### src/rtl/word_to_byte_queue.sv
// word_to_byte_queue: buffers 32-bit words in a small FIFO
// and serializes each word as four 8-bit byte transfers.
module word_to_byte_queue #(
    parameter int DEPTH     = 4,
    parameter bit LSB_FIRST = 1'b1
) (
    input  logic                     CLK,
    input  logic                     RST,
    input  logic                     EN,
    input  logic [31:0]              WORD_IN,
    input  logic                     WORD_VALID,
    output logic                     WORD_READY,
    output logic [7:0]               DATA_OUT,
    output logic                     DATA_VALID,
    input  logic                     DATA_READY,
    output logic [$clog2(DEPTH):0]   COUNT,
    output logic                     EMPTY,
    output logic                     FULL
);

    localparam int AW = $clog2(DEPTH);
    localparam int CW = AW + 1;

    logic [31:0]   mem_q [DEPTH];
    logic [AW-1:0] wptr_q, wptr_d;
    logic [AW-1:0] rptr_q, rptr_d;
    logic [CW-1:0] count_q, count_d;
    logic [1:0]    idx_q, idx_d;

    logic          push;
    logic          xfer;
    logic          pop;
    logic [31:0]   head;
    logic [1:0]    sel;

    assign EMPTY = (count_q == '0);
    assign FULL  = (count_q == CW'(DEPTH));
    assign COUNT = count_q;

    // Handshakes are held low while reset is asserted.
    assign WORD_READY = RST & EN & ~FULL;
    assign DATA_VALID = RST & EN & ~EMPTY;

    assign push = WORD_VALID & WORD_READY;
    assign xfer = DATA_VALID & DATA_READY;
    assign pop  = xfer & (idx_q == 2'd3);

    // Head word byte select; reversed index for MSB-first order.
    always_comb begin
        head = mem_q[rptr_q];
        sel  = LSB_FIRST ? idx_q : ~idx_q;
        DATA_OUT = 8'h00;
        if (!EMPTY) begin
            unique case (sel)
                2'd0:    DATA_OUT = head[7:0];
                2'd1:    DATA_OUT = head[15:8];
                2'd2:    DATA_OUT = head[23:16];
                default: DATA_OUT = head[31:24];
            endcase
        end
    end

    // Next-state for pointers, occupancy and byte index.
    always_comb begin
        wptr_d  = wptr_q;
        rptr_d  = rptr_q;
        count_d = count_q;
        idx_d   = idx_q;
        if (push) begin
            wptr_d = wptr_q + AW'(1);
        end
        if (xfer) begin
            idx_d = idx_q + 2'd1;
        end
        if (pop) begin
            rptr_d = rptr_q + AW'(1);
        end
        if (push && !pop) begin
            count_d = count_q + CW'(1);
        end else if (pop && !push) begin
            count_d = count_q - CW'(1);
        end
    end

    // Control state with asynchronous active-low reset.
    always_ff @(posedge CLK or negedge RST) begin
        if (!RST) begin
            wptr_q  <= '0;
            rptr_q  <= '0;
            count_q <= '0;
            idx_q   <= 2'd0;
        end else begin
            wptr_q  <= wptr_d;
            rptr_q  <= rptr_d;
            count_q <= count_d;
            idx_q   <= idx_d;
        end
    end

    // Word storage; contents need no reset.
    always_ff @(posedge CLK) begin
        if (push) begin
            mem_q[wptr_q] <= WORD_IN;
        end
    end

endmodule

### config.mk
export PLATFORM = sky130hd
export DESIGN_NAME = word_to_byte_queue
export DESIGN_NICKNAME = d
export VERILOG_FILES = /design/src/rtl/word_to_byte_queue.sv
export SDC_FILE = /design/constraint.sdc
export NUM_CORES = 1
export LEC_CHECK = 0
export BUFFER_PORTS_ARGS = -buffer_cell sky130_fd_sc_hd__buf_2
export CORE_MARGIN = 10
export CORE_UTILIZATION = 53
export CTS_CLUSTER_SIZE = 8
export DETAILED_ROUTE_END_ITERATION = 10
export PLACE_DENSITY = 0.81
export SETUP_SLACK_MARGIN = 0.1
export SYNTH_ARGS = -nofsm -noshare
export SYNTH_HDL_FRONTEND = slang
export SYNTH_SLANG_ARGS = --single-unit
### constraint.sdc
create_clock -name CLK -period 2 [get_ports CLK]
set_input_delay 0.1 -clock CLK [delete_from_list [all_inputs] [get_ports CLK]]
set_output_delay 0.1 -clock CLK [all_outputs]
set_load 0.02 [all_outputs]
Word level (Yosys, flattened, before mapping)
Memory sizes are Yosys's and may differ from the RTL's. Cells that the tools add are included.

Register bits: 9. Bits in writable memories: 128. Output and inout port bits: 15. Memories kept: 1.

Add/sub/neg operators: 5. Equal/unequal tests: 4. Multiplexer cells: 6. Bitwise operators: 8. Reductions and logical operators: 7.

Memory list: mem_q (words 4, bits a word 32, read ports 1, clocked after memory_dff 0, write ports 1, RTL line 24) `logic [31:0] mem_q [DEPTH];`.

Operator list (count): $pmux 8 s3 (1); $mux 8 (1); $add 2x1->2 const B (3); $and 1x1->1 (6); $mux 3 (2); $eq 2x2->1 const B (2); $add 3x1->3 const B (1); $eq 3x3->1 const B (1); $logic_not 3->1 (1); $sub 3x1->3 const B (1); $eq 2x1->1 const B (1); $logic_and 1x1->1 (2); $logic_not 1->1 (2); $logic_not 2->1 (1); $mux 1 (2); $not 1->1 (2); $reduce_bool 2->1 (1).

Depth between registers and ports, before layout
Depth in word-level cells: 8. Mapped depth: 11. Gate-level depth less buffers: 10.

Worst setup path before layout
No wires, ideal clock.

Kind: register -> register. Start: register count_q[1], in the netlist COUNT[1]. End: register count_q[1], in the netlist COUNT[1]. Library setup time: 0.125 ns. Data arrival time: 2.218 ns. Setup slack: -0.342 ns. Cell stages (with the launch flop): 8. Path buffers: 0. Cells stage by stage: dfrtp_1 -> nor3b_2 -> nor2_2 -> and2_4 -> ha_1 -> inv_1 -> fa_1 -> mux2_2.

Elaborated cells on any way between the ends: 18. Classes of those cells: 2 x add/sub; 1 x eq/ne; 2 x mux; 7 x bitwise; 6 x reduce/logical.

RTL lines: start: declaration (RTL line 27) `logic [CW-1:0] count_q, count_d;`; start signal: assignment (RTL line 95) `count_q <= count_d;`; $eq 3x3->1 (RTL line 37) `assign FULL = (count_q == CW'(DEPTH));`; via FULL (RTL line 18) `output logic FULL`; $not 1->1 (RTL line 41) `assign WORD_READY = RST & EN & ~FULL;`; $and 1x1->1 (RTL line 41); via WORD_READY (RTL line 12) `output logic WORD_READY,`; $and 1x1->1 (RTL line 44) `assign push = WORD_VALID & WORD_READY;`; via push (RTL line 30) `logic push;`; $logic_and 1x1->1 (RTL line 78) `if (push && !pop) begin`; $mux 3 (RTL line 78); via count_d[1] (RTL line 27).

The timed path passes the listed nets, and every way through them passes these cells. The select of a mux whose other input is x is not followed. A chain may end at the register's enable or synchronous reset.

Worst setup path in the final report
Start: register rptr_q[0]. End: output port DATA_OUT[7].

Cells in the longest elaborated chain, start to end: 3.

Ends and longest elaborated chain: start: declaration (RTL line 26) `logic [AW-1:0] rptr_q, rptr_d;`; start signal: assignment (RTL line 94) `rptr_q <= rptr_d;`; $mem_v2 4x32; $pmux 8 s3 (RTL line 54) `unique case (sel)`; $mux 8 (RTL line 53) `if (!EMPTY) begin`; end: declaration (RTL line 13) `output logic [7:0] DATA_OUT,`.

No other way between the ends.

==> results.cfg <==
[routing]
wirelength_mm = 13.8
dr_total_vias = 3499
drt_first_iter_violations = 318
avgRoutedWirePerCell_um = 22.9
drc_errors = 0
drtPass1Iterations = 5
ant_nets = 0
routed_via_density = 5.82

[floorplanning]
die_height_um = 122
placementRows = 37
die_width_um = 122
pin_count = 52
start_util = 0.541
core-area_sq_um = 10300
dieArea_sq_um = 15000

[placement]
hpwl_mm = 7.31
port_buffers = 51
dp_cells = 513
gp_congestion = 0.802

[timing]
fin_hold_ws_ns = 0.0358
fmax_mhz = 435
hold_violations = 0
period_share = 1.15
drv_slew = 0
fin_worst_skew_ns = 0.00575
maxSlewHeadroom = 0.807
period_needed_ns = 2.30
setup_viol = 8
fin_setup_tns_ns = -1.90
rsz0062_at_grt = yes
worst_slew_pin_slew_ns = 0.282
fin_ws_ns = -0.297

[synth]
seq_area_frac_synth = 0.732
synth_area_per_cell_sq_um = 17.5
syn-num-nets = 365
synthCells = 317
ys_ff_latch = 137
synth_edf_count = 128
yosys.area.top_type_share = 0.691
synthSimpleGateAreaFrac = 0.0549
synth.top_cells.by_count = 128 x edfxtp_1, 22 x mux2i_1, 19 x nand2_1
yosysMostFrequentCell = edfxtp_1
synth_area_leaders = edfxtp_1 69%, dfrtp_1 4.1%, mux4_2 4.1%
synth_compound_area_frac = 0.0603
yosys.area.top_type = edfxtp_1
synth-xor-area-share = 0.0110
synth_fa_ha_area_frac = 0.0261
synth_warnings = 0
postSynth.asyncResetShare = 0.0657
netlist_area_sq_um = 5560
ys_types = 40
synthMuxAreaShare = 0.0889
synth-main-ff-cell = edfxtp_1
synth_top_family_by_area = multiplexers

[worst_setup_path]
crit_type = flop to primary output
cp_max_fo = 10
r2r_cells = 10
worst_ep_required_time_ns = 1.90
r2r_end = COUNT[2]
regToRegSetupSlack_ns = 0.02
end_kind = primary output
start_kind = flop
reg2reg_from = COUNT[1]
cp.arrival_ns = 2.20

[grt]
grt_pass1_wl_mm = 20.6
grt_usage = 0.183
grt_pass1_vias = 3802
antenna_found_initial = 0
grt_max_degree = 33
overflow = 0

[clock_network]
clk_latency_ns = 0.52
htree_levels = 4
cts_buffer_depth = 2
clkTransAtPathRegs_ns = 0.06
cts_root_buffer = clkbuf_8
cts_tree = yes
clock_sinks = 137
numCtsBuffers = 17

[run_status]
violations = setup timing
status = complete, but fails checks

[power]
power_density_nw_per_um2 = 1420
finalPower_mw = 11.0
power.leakage_nw = 2.76
vdd_drop_max_mv = 0.734

[flow_run]
maxCapViolations = 0

[final_layout]
fin_nets = 500
antenna_cells = 0
layout-drive-gt1-share = 0.445
synthToLayoutAreaGrowth_pct = 39.4
layout.cells.non_filler = 601
final_util = 0.754

[worst_hold_path]
hold_class = input port to async pin
## cell usage in the layout (no fill, tap or decap), types with 3 or more instances in the layout
master	n
nand2_1	17
mux4_2	10
nand3b_1	7
xnor2_1	5
a31oi_1	5
buf_6	8
clkinv_4	4
dfrtp_2	5
inv_2	3
buf_2	42
dfrtp_1	4
dlygate4sd3_1	35
edfxtp_1	128
a221oi_2	13
o22ai_2	5
buf_12	9
and3_4	5
ha_1	5
o21ai_1	10
a31oi_2	3
mux2i_1	19
buf_4	33
clkinvlp_4	3
ha_4	4
o21ai_2	5
clkbuf_16	17
o21ai_0	5
nand3_1	7
## state kept, by name (all words and copies together) (netlist names)
signal  count
wptr_q      2
rptr_q      2
mem_q     128
COUNT       3
idx_q       2
## worst max-delay path: stages, from the launching register on
cell and delay, ns:
dfrtp_2 0.38, buf_12 0.17, buf_16 0.16, mux2i_1 0.26, o22ai_2 0.14, a221oi_2 0.23
a31oi_2 0.15, buf_4 0.18
## metrics by stage
| stage | area [sq um] | setup slack, ns |
|---|---|---|
| global placement | 6200 | -0.0180 |
| CTS | 7600 | -0.232 |
| detailed placement | 6200 | -0.0596 |
| global route | 7750 | -0.350 |
| finish | 7750 | -0.297 |
| floorplan | 5610 | -0.202 |
## worst max-delay path by stage
stage	startpoint	to	slack, ns	depth (start not counted)
floorplan	COUNT[0]	COUNT[2]	-0.20	11
global placement	COUNT[0]	COUNT[2]	-0.02	10
detailed placement	COUNT[0]	COUNT[2]	-0.06	10
CTS	rptr_q[0]	DATA_OUT[2]	-0.23	6
global route	rptr_q[0]	DATA_OUT[7]	-0.35	7
finish	rptr_q[0]	DATA_OUT[7]	-0.30	7
## layout make-up
| type | count | area (sq um) |
|---|---|---|
| multi-input cells | 157 | 1700 |
| clock buffers | 18 | 418 |
| clock inverters | 14 | 149 |
| fillers | 581 | 2520 |
| flip-flops and latches | 137 | 4080 |
| repair buffers | 132 | 1210 |
| inverters | 7 | 36.3 |
| well taps | 136 | 170 |
## cells by family (layout without fill, tap and decap cells)
group,Yosys count,count (layout)
DFF,137,137
AOI/OAI and AO/OA,52,52
and+or+nand+nor,51,51
muxes,36,36
buffers and inverters,23,171
adders and majority gates,11,11
xor gates and xnor gates,7,7
## report_power, final
| group | total [mW] | internal (mW) | switching (mW) |
|---|---|---|---|
| combinational | 4.46 | 2.14 | 2.32 |
| clock | 2.99 | 1.78 | 1.21 |
| sequential | 3.53 | 3.39 | 0.141 |
| total | 11.0 | 7.31 | 3.67 |
## layer usage
metal	vias up	routed length (um)	global-route usage
met5	-	0	0
met4	0	327	0.0758
li1	1542	-	-
met1	1746	5330	0.218
met3	28	1020	0.0597
met2	183	7120	0.302
## what timing repair did
| item | in CTS | in global routing |
|---|---|---|
| gates resized for setup | 82 | 17 |
| buffers inserted | 14 | 4 |
| hold buffers | 35 | 0 |
| pin swaps | 25 | 6 |
| hold endpoints to repair | 141 | 0 |
| endpoints found under the setup margin | 11 | 11 |
| cloned | 2 | 1 |
No activity file was read; power rests on OpenSTA's default activity.
